==> config.mk <==
export PLATFORM = sky130hd
export DESIGN_NAME = frame_window_ctrl_flat
export DESIGN_NICKNAME = d
export VERILOG_FILES = /design/src/rtl/frame_window_ctrl_if.sv /design/src/rtl/frame_window_ctrl.sv /design/src/flat_wrapper.sv
export SDC_FILE = /design/constraint.sdc
export NUM_CORES = 1
export LEC_CHECK = 0
export CAP_MARGIN = 15
export CORE_UTILIZATION = 50
export DETAILED_ROUTE_END_ITERATION = 8
export PLACE_DENSITY = 0.76
export SYNTH_ARGS = -nofsm -noshare
export SYNTH_HDL_FRONTEND = slang
export SYNTH_SLANG_ARGS = --single-unit
==> constraint.sdc <==
create_clock -name clk -period 1.7 [get_ports clk]
set_input_delay 0.255 -clock clk [delete_from_list [all_inputs] [get_ports clk]]
set_output_delay 0.255 -clock clk [all_outputs]
set_load 0.02 [all_outputs]
==> src/rtl/frame_window_ctrl_if.sv <==
// frame_window_ctrl_if: control/status bundle between the supervisor and its software/window side.
interface frame_window_ctrl_if;
  logic       en;
  logic [7:0] cfglen;
  logic       cfgld;
  logic       svcreq;
  logic       fwovr;
  logic [7:0] fwlen;
  logic       wdrst;
  logic       wdsrvc;
  logic       fault;
  logic       sysrst;
  logic [2:0] misscnt;
  modport master (output en, cfglen, cfgld, svcreq, fwovr,
                  input  fwlen, wdrst, wdsrvc, fault, sysrst, misscnt);
  modport slave  (input  en, cfglen, cfgld, svcreq, fwovr,
                  output fwlen, wdrst, wdsrvc, fault, sysrst, misscnt);
endinterface

==> src/rtl/frame_window_ctrl.sv <==
// frame_window_ctrl: supervises a frame window, counts overruns and escalates to a system reset.
// Define FWCTRL_STICKY_FAULT_EN to make FAULT sticky until EN=0, CFGLD or reset.
module frame_window_ctrl #(
  parameter int         MAXMISS  = 3,
  parameter int         SYSRST_W = 4,
  parameter logic [7:0] DEFLEN   = 8'h06
) (
  input logic           clk,
  input logic           rst,
  frame_window_ctrl_if.slave bus
);
  typedef enum logic [2:0] {IDLE, ARM, RUN, SVC, MISS, ESC} state_t;
  state_t     state, nxt;
  logic [7:0] shadow;
  logic       svc_prev;
  logic [3:0] esc_cnt;
  logic       cfg_ok;
  logic       svc_rise;
  assign cfg_ok   = bus.cfgld && (bus.cfglen != 8'd0);
  assign svc_rise = bus.svcreq && !svc_prev;
  always_comb begin
    nxt = state;
    case (state)
      IDLE:    nxt = bus.en ? ARM : IDLE;
      ARM:     nxt = RUN;
      RUN:     nxt = bus.fwovr ? MISS : svc_rise ? SVC : RUN;
      SVC:     nxt = RUN;
      MISS:    nxt = (int'(bus.misscnt) >= MAXMISS) ? ESC : ARM;
      ESC:     nxt = (esc_cnt == 4'(SYSRST_W - 1)) ? IDLE : ESC;
      default: nxt = IDLE;
    endcase
    if (!bus.en && state != ESC) nxt = IDLE;
  end
  // outputs are registered decodes of the next state so they line up with it
  always_ff @(posedge clk or posedge rst) begin
    if (rst) begin
      state       <= IDLE;
      shadow      <= DEFLEN;
      svc_prev    <= 1'b0;
      esc_cnt     <= 4'd0;
      bus.fwlen   <= DEFLEN;
      bus.wdrst   <= 1'b1;
      bus.wdsrvc  <= 1'b0;
      bus.fault   <= 1'b0;
      bus.sysrst  <= 1'b0;
      bus.misscnt <= 3'd0;
    end else begin
      state      <= nxt;
      svc_prev   <= bus.svcreq;
      esc_cnt    <= (state == ESC) ? esc_cnt + 4'd1 : 4'd0;
      if (cfg_ok) shadow <= bus.cfglen;
      if (state == ARM) bus.fwlen <= cfg_ok ? bus.cfglen : shadow;
      bus.wdrst  <= (nxt == IDLE) || (nxt == ARM) || (nxt == ESC);
      bus.wdsrvc <= (nxt == SVC);
      bus.sysrst <= (nxt == ESC);
      bus.misscnt <= (nxt == MISS) ? ((bus.misscnt == 3'd7) ? 3'd7 : bus.misscnt + 3'd1) :
                     ((nxt == SVC) || (state == ESC && nxt != ESC)) ? 3'd0 : bus.misscnt;
`ifdef FWCTRL_STICKY_FAULT_EN
      bus.fault  <= (nxt == MISS) || (bus.fault && bus.en && !bus.cfgld);
`else
      bus.fault  <= (nxt == MISS);
`endif
    end
  end
endmodule

==> src/flat_wrapper.sv <==
// flat-port wrapper written by rule: the top's interface ports become plain ports
module frame_window_ctrl_flat 
#(
  parameter int         MAXMISS  = 3,
  parameter int         SYSRST_W = 4,
  parameter logic [7:0] DEFLEN   = 8'h06
)
  (clk, rst, bus_en, bus_cfglen, bus_cfgld, bus_svcreq, bus_fwovr, bus_fwlen, bus_wdrst, bus_wdsrvc, bus_fault, bus_sysrst, bus_misscnt);
  frame_window_ctrl_if bus_i ();
  input logic clk;
  input logic rst;
  input wire logic [$bits(bus_i.en)-1:0] bus_en;
  input wire logic [$bits(bus_i.cfglen)-1:0] bus_cfglen;
  input wire logic [$bits(bus_i.cfgld)-1:0] bus_cfgld;
  input wire logic [$bits(bus_i.svcreq)-1:0] bus_svcreq;
  input wire logic [$bits(bus_i.fwovr)-1:0] bus_fwovr;
  output wire logic [$bits(bus_i.fwlen)-1:0] bus_fwlen;
  output wire logic [$bits(bus_i.wdrst)-1:0] bus_wdrst;
  output wire logic [$bits(bus_i.wdsrvc)-1:0] bus_wdsrvc;
  output wire logic [$bits(bus_i.fault)-1:0] bus_fault;
  output wire logic [$bits(bus_i.sysrst)-1:0] bus_sysrst;
  output wire logic [$bits(bus_i.misscnt)-1:0] bus_misscnt;
  assign bus_i.en = bus_en;
  assign bus_i.cfglen = bus_cfglen;
  assign bus_i.cfgld = bus_cfgld;
  assign bus_i.svcreq = bus_svcreq;
  assign bus_i.fwovr = bus_fwovr;
  assign bus_fwlen = bus_i.fwlen;
  assign bus_wdrst = bus_i.wdrst;
  assign bus_wdsrvc = bus_i.wdsrvc;
  assign bus_fault = bus_i.fault;
  assign bus_sysrst = bus_i.sysrst;
  assign bus_misscnt = bus_i.misscnt;
  frame_window_ctrl #(.MAXMISS(MAXMISS), .SYSRST_W(SYSRST_W), .DEFLEN(DEFLEN)) u_core (.clk(clk), .rst(rst), .bus(bus_i));
endmodule
## Yosys cells after proc, flatten, opt, wreduce, memory -nomap -nowiden

Index checks and enable logic that the tools add are counted.

- Register bits after elaboration: 31
- Latch bits: 0
- Memory bits (writable): 0
- Bits in read-only memories: 0
- Input port bits: 14
- Output and inout port bits: 15
- Logic and storage cells: 52
- Memories kept: 0

- Add/subtract/negate cells: 2
- $mul: 0
- Div/mod/pow operators: 0
- Magnitude comparators: 1
- Eq/ne operators: 13
- Shift operators: 0
- Mux-type cells: 12
- Bitwise gates (word level): 0
- Reductions and logical operators: 14

Operators with widths:

| cell | number |
|---|---|
| 3-bit two-way mux | 7 |
| 3-bit == test (second input constant) | 5 |
| 3-bit one-hot mux with 5 select lines | 1 |
| 3-bit by 2-bit == test with 1-bit output (second input constant) | 3 |
| 8-bit two-way mux | 1 |
| 8-bit nonzero test | 1 |
| 3-bit by 1-bit == test with 1-bit output (second input constant) | 2 |
| 3-bit zero test | 2 |
| 3-bit inequality test (second input constant) | 2 |
| 4-bit by 1-bit adder with 4-bit output (second input constant) | 1 |
| 4-bit by 2-bit == test with 1-bit output (second input constant) | 1 |
| 1-bit logical AND | 4 |
| 4-bit two-way mux | 1 |
| 3-bit by 1-bit adder with 3-bit output (second input constant) | 1 |
| 3-bit by 2-bit greater-or-equal comparator with 1-bit output (second input constant) | 1 |
| 1-bit logical OR | 3 |
| 1-bit zero test | 2 |
| 1-bit two-way mux | 2 |
| 2-bit nonzero test | 1 |
| 2-bit OR reduction | 1 |

## Depth between registers and ports, before layout

- Depth after elaboration: 11
- Gate-level depth with buffers: 5

## Worst setup path after synthesis

Ideal clock, no wire load.

- Kind: reg-to-reg
- From: reg u_core.state[0]
- To: reg u_core.bus.misscnt[0]
- Library setup time: 0.129 ns
- Arrival time: 1.315 ns
- Data required time: 1.571 ns
- Setup slack: 0.256 ns
- Cell stages (with the launch flop): 5
- Period minus slack after synthesis: 1.444 ns
- Cell sequence: dfrtp_1 > buf_6 > or4bb_1 > o22ai_2 > o22ai_1

- Word-level cells in the longest chain between the ends: 8

RTL lines:

| what | RTL line | RTL |
|---|---|---|
| start, declared | frame_window_ctrl.sv:13 | `state_t state, nxt;` |
| start signal, assigned | frame_window_ctrl.sv:48 | `state <= nxt;` |
| 3-bit by 2-bit == test with 1-bit output or 3-bit by 1-bit == test with 1-bit output (tied branches) | frame_window_ctrl.sv:23 | `case (state)` |
| 2-bit OR reduction (no line) | n/a |  |
| 3-bit one-hot mux with 5 select lines | frame_window_ctrl.sv:23 |  |
| 3-bit two-way mux | frame_window_ctrl.sv:32 | `if (!bus.en && state != ESC) nxt = IDLE;` |
| 3-bit inequality test | frame_window_ctrl.sv:57 | `((nxt == SVC) \|\| (state == ESC && nxt != ESC)) ? 3'd0 : bus.misscnt;` |
| 1-bit logical AND | frame_window_ctrl.sv:57 |  |
| 1-bit logical OR | frame_window_ctrl.sv:57 |  |
| 2-bit nonzero test (no line) | n/a |  |
| end signal, assigned | frame_window_ctrl.sv:56 | `bus.misscnt <= (nxt == MISS) ? ((bus.misscnt == 3'd7) ? 3'd7 : bus.misscnt + 3'd1) :` |
| end, declared | frame_window_ctrl_if.sv:17 | `output fwlen, wdrst, wdsrvc, fault, sysrst, misscnt);` |

Parallel ways exist; a longest one is shown, timed or not.
A chain may end at the register's enable or synchronous reset.

## Final worst setup path

- From: reg u_core.bus.misscnt[0]
- To: out bus_misscnt[0]

RTL lines:

| what | RTL line | RTL |
|---|---|---|
| end, declared | flat_wrapper.sv:22 | `output wire logic [$bits(bus_i.misscnt)-1:0] bus_misscnt;` |

No word-level cell between the ends.

==> impl_results.html <==
<table>
<tr><th>Metric</th><th>Value</th></tr>
<tr><th colspan="2">Critical path</th></tr>
<tr><td>Worst R2R Path Depth</td><td>4</td></tr>
<tr><td>Slowest cell on crit path</td><td>sky130_fd_sc_hd__clkdlybuf4s50_1</td></tr>
<tr><td>Buf/Inv on CP</td><td>1</td></tr>
<tr><td>Capturing element type of the critical path</td><td>primary output</td></tr>
<tr><td>Critical-path cell list</td><td>clkdlybuf4s50_1</td></tr>
<tr><td>CP Class</td><td>flip-flop to primary output</td></tr>
<tr><td>Worst EP arrival</td><td>between 1000 and 1500 ps</td></tr>
<tr><td>Longest individual stage delay on the worst path</td><td>approximately 630 ps</td></tr>
<tr><td>Critical path fanouts, max</td><td>5</td></tr>
<tr><td>WP data required</td><td>around 1400 ps</td></tr>
<tr><td>Total number of cells along the worst setup path</td><td>1</td></tr>
<tr><td>Critical path startpoint category</td><td>flip-flop</td></tr>
<tr><td>Worst path top cell family by delay</td><td>buffers and inverters</td></tr>
<tr><th colspan="2">Clock network</th></tr>
<tr><td># H-tree levels</td><td>2</td></tr>
<tr><td>Maximum count of clock buffers along a single path</td><td>2</td></tr>
<tr><td>Total number of clock tree sinks</td><td>31</td></tr>
<tr><td>TritonCTS Buffers</td><td>5</td></tr>
<tr><td>Clock tree root driver cell</td><td>sky130_fd_sc_hd__clkbuf_4</td></tr>
<tr><td>Clock tree from TritonCTS</td><td>done</td></tr>
<tr><td>Clk_lat worst skew</td><td>between 300 and 400 ps</td></tr>
<tr><td>Worst-path clk slew</td><td>roughly 100 ps</td></tr>
<tr><th colspan="2">Route</th></tr>
<tr><td>Detailed-route via count</td><td>approximately 1.2k</td></tr>
<tr><td>Total iterations of the first detailed-routing run</td><td>6</td></tr>
<tr><td>Wirelength, routed</td><td>roughly 3.2 mm</td></tr>
<tr><td>Vias per cell</td><td>5.647</td></tr>
<tr><td>Post-route ant nets</td><td>0</td></tr>
<tr><td>Routed wirelength normalized by instance count</td><td>15.69 um</td></tr>
<tr><td>DRC violations left</td><td>0</td></tr>
<tr><td>DRT iter0 DRCs</td><td>38</td></tr>
<tr><th colspan="2">Layout</th></tr>
<tr><td>Fill cell count</td><td>226</td></tr>
<tr><td>Post-route standard cell area excluding fillers</td><td>roughly 1900 um^2</td></tr>
<tr><td>Most common cell after layout, fill and taps aside</td><td>sky130_fd_sc_hd__dfrtp_1</td></tr>
<tr><td>Area grow syn2layout</td><td>30.97%</td></tr>
<tr><td>Share of layout cells above drive strength 1</td><td>26.01%</td></tr>
<tr><td>Fin nets</td><td>about 190</td></tr>
<tr><td>Final core utilization</td><td>a little over two thirds</td></tr>
<tr><td>Ant diodes</td><td>0</td></tr>
<tr><td>Most frequent cells in the layout</td><td>26 x sky130_fd_sc_hd__dfrtp_1, 24 x sky130_fd_sc_hd__clkdlybuf4s50_1, 16 x sky130_fd_sc_hd__nand2_1</td></tr>
<tr><td>Number of non-filler instances in the completed layout</td><td>between 200 and 250</td></tr>
<tr><th colspan="2">Run</th></tr>
<tr><td>Max capacitance violation total</td><td>0</td></tr>
<tr><th colspan="2">Place</th></tr>
<tr><td>Area of placed instances</td><td>about 1900 um^2</td></tr>
<tr><td>Half-perimeter wire length of the detailed placement result</td><td>~2.4 mm</td></tr>
<tr><td>GPL Wtd Cong</td><td>around 0.78</td></tr>
<tr><td>Count of buffers inserted at the top-level ports</td><td>28</td></tr>
<tr><td>Placed insts</td><td>196</td></tr>
<tr><th colspan="2">Pwr</th></tr>
<tr><td>Leakage power total</td><td>about 0.87 nW</td></tr>
<tr><td>Peak VDD IR</td><td>roughly 0.00078 V</td></tr>
<tr><td>PD cells</td><td>roughly 1100 nW/um^2</td></tr>
<tr><th colspan="2">STA</th></tr>
<tr><td>RSZ-0062 raised after global routing</td><td>false</td></tr>
<tr><td>Max_slew headroom</td><td>around three quarters</td></tr>
<tr><td>Worst hold slack</td><td>285.6 ps</td></tr>
<tr><td>Shortest clock period the worst path allows after layout</td><td>around 1600 ps</td></tr>
<tr><td>Achievable Freq</td><td>about 0.61 GHz</td></tr>
<tr><td>Number of max-slew violations in the final report</td><td>0</td></tr>
<tr><td>Final setup viols</td><td>0</td></tr>
<tr><td>Final-report hold violation count</td><td>0</td></tr>
<tr><td>Clock Skews</td><td>~9.1 ps</td></tr>
<tr><td>Share of the clock period used by the worst path after layout</td><td>96.03%</td></tr>
<tr><td>Actual slew at the worst max-slew pin</td><td>between 300 and 400 ps</td></tr>
<tr><td>Sum of negative setup slack</td><td>0 ps</td></tr>
<tr><th colspan="2">Floorplan</th></tr>
<tr><td>I/O pin count</td><td>29</td></tr>
<tr><td>Area of the placeable core</td><td>between 2000 and 3000 um^2</td></tr>
<tr><td>Height of the chip</td><td>~56 um</td></tr>
<tr><td>Full die area</td><td>3146 um^2</td></tr>
<tr><td>Initial core utilization</td><td>a little over half</td></tr>
<tr><td>Die Wd</td><td>about 56 um</td></tr>
<tr><td>Row cnt</td><td>19</td></tr>
<tr><th colspan="2">Yosys</th></tr>
<tr><td>Main combinational cell family by area after synthesis</td><td>compound AO/OA/AOI/OAI gates</td></tr>
<tr><td>Post-Synth Adder-Cell Area</td><td>under 10%</td></tr>
<tr><td>Multiplexer fraction of the synthesized cell area</td><td>0%</td></tr>
<tr><td>Area fraction in and, or, nand and nor cells after synthesis</td><td>18.05%</td></tr>
<tr><td>Post-Synthesis Cells</td><td>129</td></tr>
<tr><td>Proportion of synthesized chip area in sequential cells</td><td>around 53%</td></tr>
<tr><td>Count of synthesis-stage warnings from yosys</td><td>0</td></tr>
<tr><td>FF+latch count, synth</td><td>31</td></tr>
<tr><td>Post-synth net total</td><td>145</td></tr>
<tr><td>Average cell area after synthesis</td><td>around 11 um^2</td></tr>
<tr><td>Post-synthesis compound-gate area fraction</td><td>between 20% and 30%</td></tr>
<tr><td>Xor and xnor area share after synthesis</td><td>1.198%</td></tr>
<tr><td>Number of different library cells in the post-synthesis netlist</td><td>37</td></tr>
<tr><td>Cell area after synthesis</td><td>between 1000 and 1500 um^2</td></tr>
<tr><th colspan="2">GRT</th></tr>
<tr><td>Global-route usage over all layers</td><td>22.92%</td></tr>
<tr><td>Number of antenna violations at the first check in global routing</td><td>0</td></tr>
<tr><td>Pin count of the biggest net entering global routing</td><td>32</td></tr>
<tr><td>Final global-route overflow total</td><td>0</td></tr>
<tr><td>Global-route wire length before repair</td><td>5.395 mm</td></tr>
<tr><td>Number of global-route vias before repair</td><td>~1.2k</td></tr>
<tr><th colspan="2">Run status</th></tr>
<tr><td>Outcome</td><td>completed</td></tr>
<tr><th colspan="2">Worst hold path</th></tr>
<tr><td>Worst hold-check path type</td><td>input pin to async pin</td></tr>
</table>
[cell usage after synthesis]
master,number,share of area [%]
sky130_fd_sc_hd__a211o_1,1,0.60
sky130_fd_sc_hd__a21boi_0,1,0.51
sky130_fd_sc_hd__a21oi_1,2,0.68
sky130_fd_sc_hd__a22o_1,7,4.2
sky130_fd_sc_hd__a22o_2,1,0.68
sky130_fd_sc_hd__a22oi_1,1,0.51
sky130_fd_sc_hd__a2bb2oi_1,1,0.60
sky130_fd_sc_hd__a31oi_1,1,0.43
sky130_fd_sc_hd__a41oi_1,1,0.60
sky130_fd_sc_hd__buf_2,3,1.0
sky130_fd_sc_hd__buf_6,1,0.77
sky130_fd_sc_hd__clkbuf_1,3,0.77
sky130_fd_sc_hd__dfrtp_1,26,44
sky130_fd_sc_hd__dfstp_2,5,9.0
sky130_fd_sc_hd__ha_1,2,1.7
sky130_fd_sc_hd__inv_1,5,1.3
sky130_fd_sc_hd__nand2_1,16,4.1
sky130_fd_sc_hd__nand2b_1,1,0.43
sky130_fd_sc_hd__nand3_1,10,3.4
sky130_fd_sc_hd__nand3b_1,1,0.51
sky130_fd_sc_hd__nor2_1,7,1.8
sky130_fd_sc_hd__nor2b_1,3,1.3
sky130_fd_sc_hd__nor3b_1,3,1.5
sky130_fd_sc_hd__nor3b_2,1,0.86
sky130_fd_sc_hd__o211ai_1,1,0.51
sky130_fd_sc_hd__o211ai_2,8,6.8
sky130_fd_sc_hd__o21a_4,1,1.0
sky130_fd_sc_hd__o21ai_0,2,0.68
sky130_fd_sc_hd__o21ai_4,1,1.1
sky130_fd_sc_hd__o22ai_1,3,1.3
sky130_fd_sc_hd__o22ai_2,1,0.86
sky130_fd_sc_hd__o32ai_1,1,0.60
sky130_fd_sc_hd__or3b_2,3,1.8
sky130_fd_sc_hd__or4_4,2,1.5
sky130_fd_sc_hd__or4bb_1,1,0.77
sky130_fd_sc_hd__xnor2_1,1,0.60
sky130_fd_sc_hd__xor2_1,1,0.60
[final cells by class]
| cell class | instances | area (um^2) | area share, % |
|---|---|---|---|
| clock buffers | 7 | 55.05 | 2.874 |
| clock inverters | 1 | 5.005 | 0.2613 |
| inverters | 5 | 18.77 | 0.9798 |
| multi-input cells | 86 | 624.3 | 32.59 |
| flip-flops and latches | 31 | 782.0 | 40.82 |
| well taps | 31 | 38.79 | 2.025 |
| repair buffers | 43 | 391.6 | 20.44 |
[flip-flops by register name (all words and copies together) (netlist names)]
signal,cells
u_core.bus.fault,1
u_core.bus.fwlen,8
u_core.bus.misscnt,3
u_core.bus.sysrst,1
u_core.bus.wdrst,1
u_core.bus.wdsrvc,1
u_core.esc_cnt,4
u_core.shadow,8
u_core.state,3
u_core.svc_prev,1
[power breakdown]
part	total [mW]	switching [mW]	internal, mW
combinational	0.766	0.392	0.374
clock	0.447	0.247	0.200
sequential	0.981	0.0970	0.884
total	2.19	0.736	1.46
[path summary, 6_finish.rpt]
path	startpoint	to	slack, ps
worst min register to register	u_core.esc_cnt[0]$_DFF_PP0_	u_core.esc_cnt[0]$_DFF_PP0_	470
worst min-delay path	rst	u_core.state[1]$_DFF_PP0_	290
min in group clk	bus_svcreq	u_core.svc_prev$_DFF_PP0_	390
worst max register to register	u_core.esc_cnt[0]$_DFF_PP0_	u_core.bus.misscnt[0]$_DFFE_PP0P_	170
max in group asynchronous	rst	u_core.shadow[2]$_DFF_PP1_	1090
worst max-delay path	u_core.bus.misscnt[0]$_DFFE_PP0P_	bus_misscnt[0]	70
[timing repair]
| item | in CTS | in global routing |
|---|---|---|
| endpoints found under the setup margin | 3 | 1 |
| pin swaps | 0 | 0 |
| buffers inserted | 0 | 0 |
| hold buffers | 0 | 0 |
| gates resized for setup | 3 | 1 |
[metal layers]
metal  global-route usage [%]  wire length (um)  vias up  part of all wire, %
met2                    37.24              1649       23                   52
met1                    29.10              1393      572                   44
met3                    6.977               114        5                  3.6
li1                         -                 -      552                    -
met4                    8.014                44        0                  1.4
met5                        0                 0        -                    0
[cell families (layout without fill, tap and decap cells)]
kind of cell,count (synthesis),after routing
adder cells (fa/ha/maj),2,2
flip-flops,31,31
AO/OA/AOI/OAI,34,34
AND/OR/NAND/NOR,48,48
buffers and inverters,12,56
XOR/XNOR,2,2
[metrics by stage]
stage	worst slack [ps]	power [mW]
after floorplan	255.9	1.423
after global placement	-114.1	1.742
after detailed placement	-147.1	1.777
after CTS	51.22	2.218
after global routing	16.74	2.307
final	67.51	2.194
(Power assumes the default switching activity.)
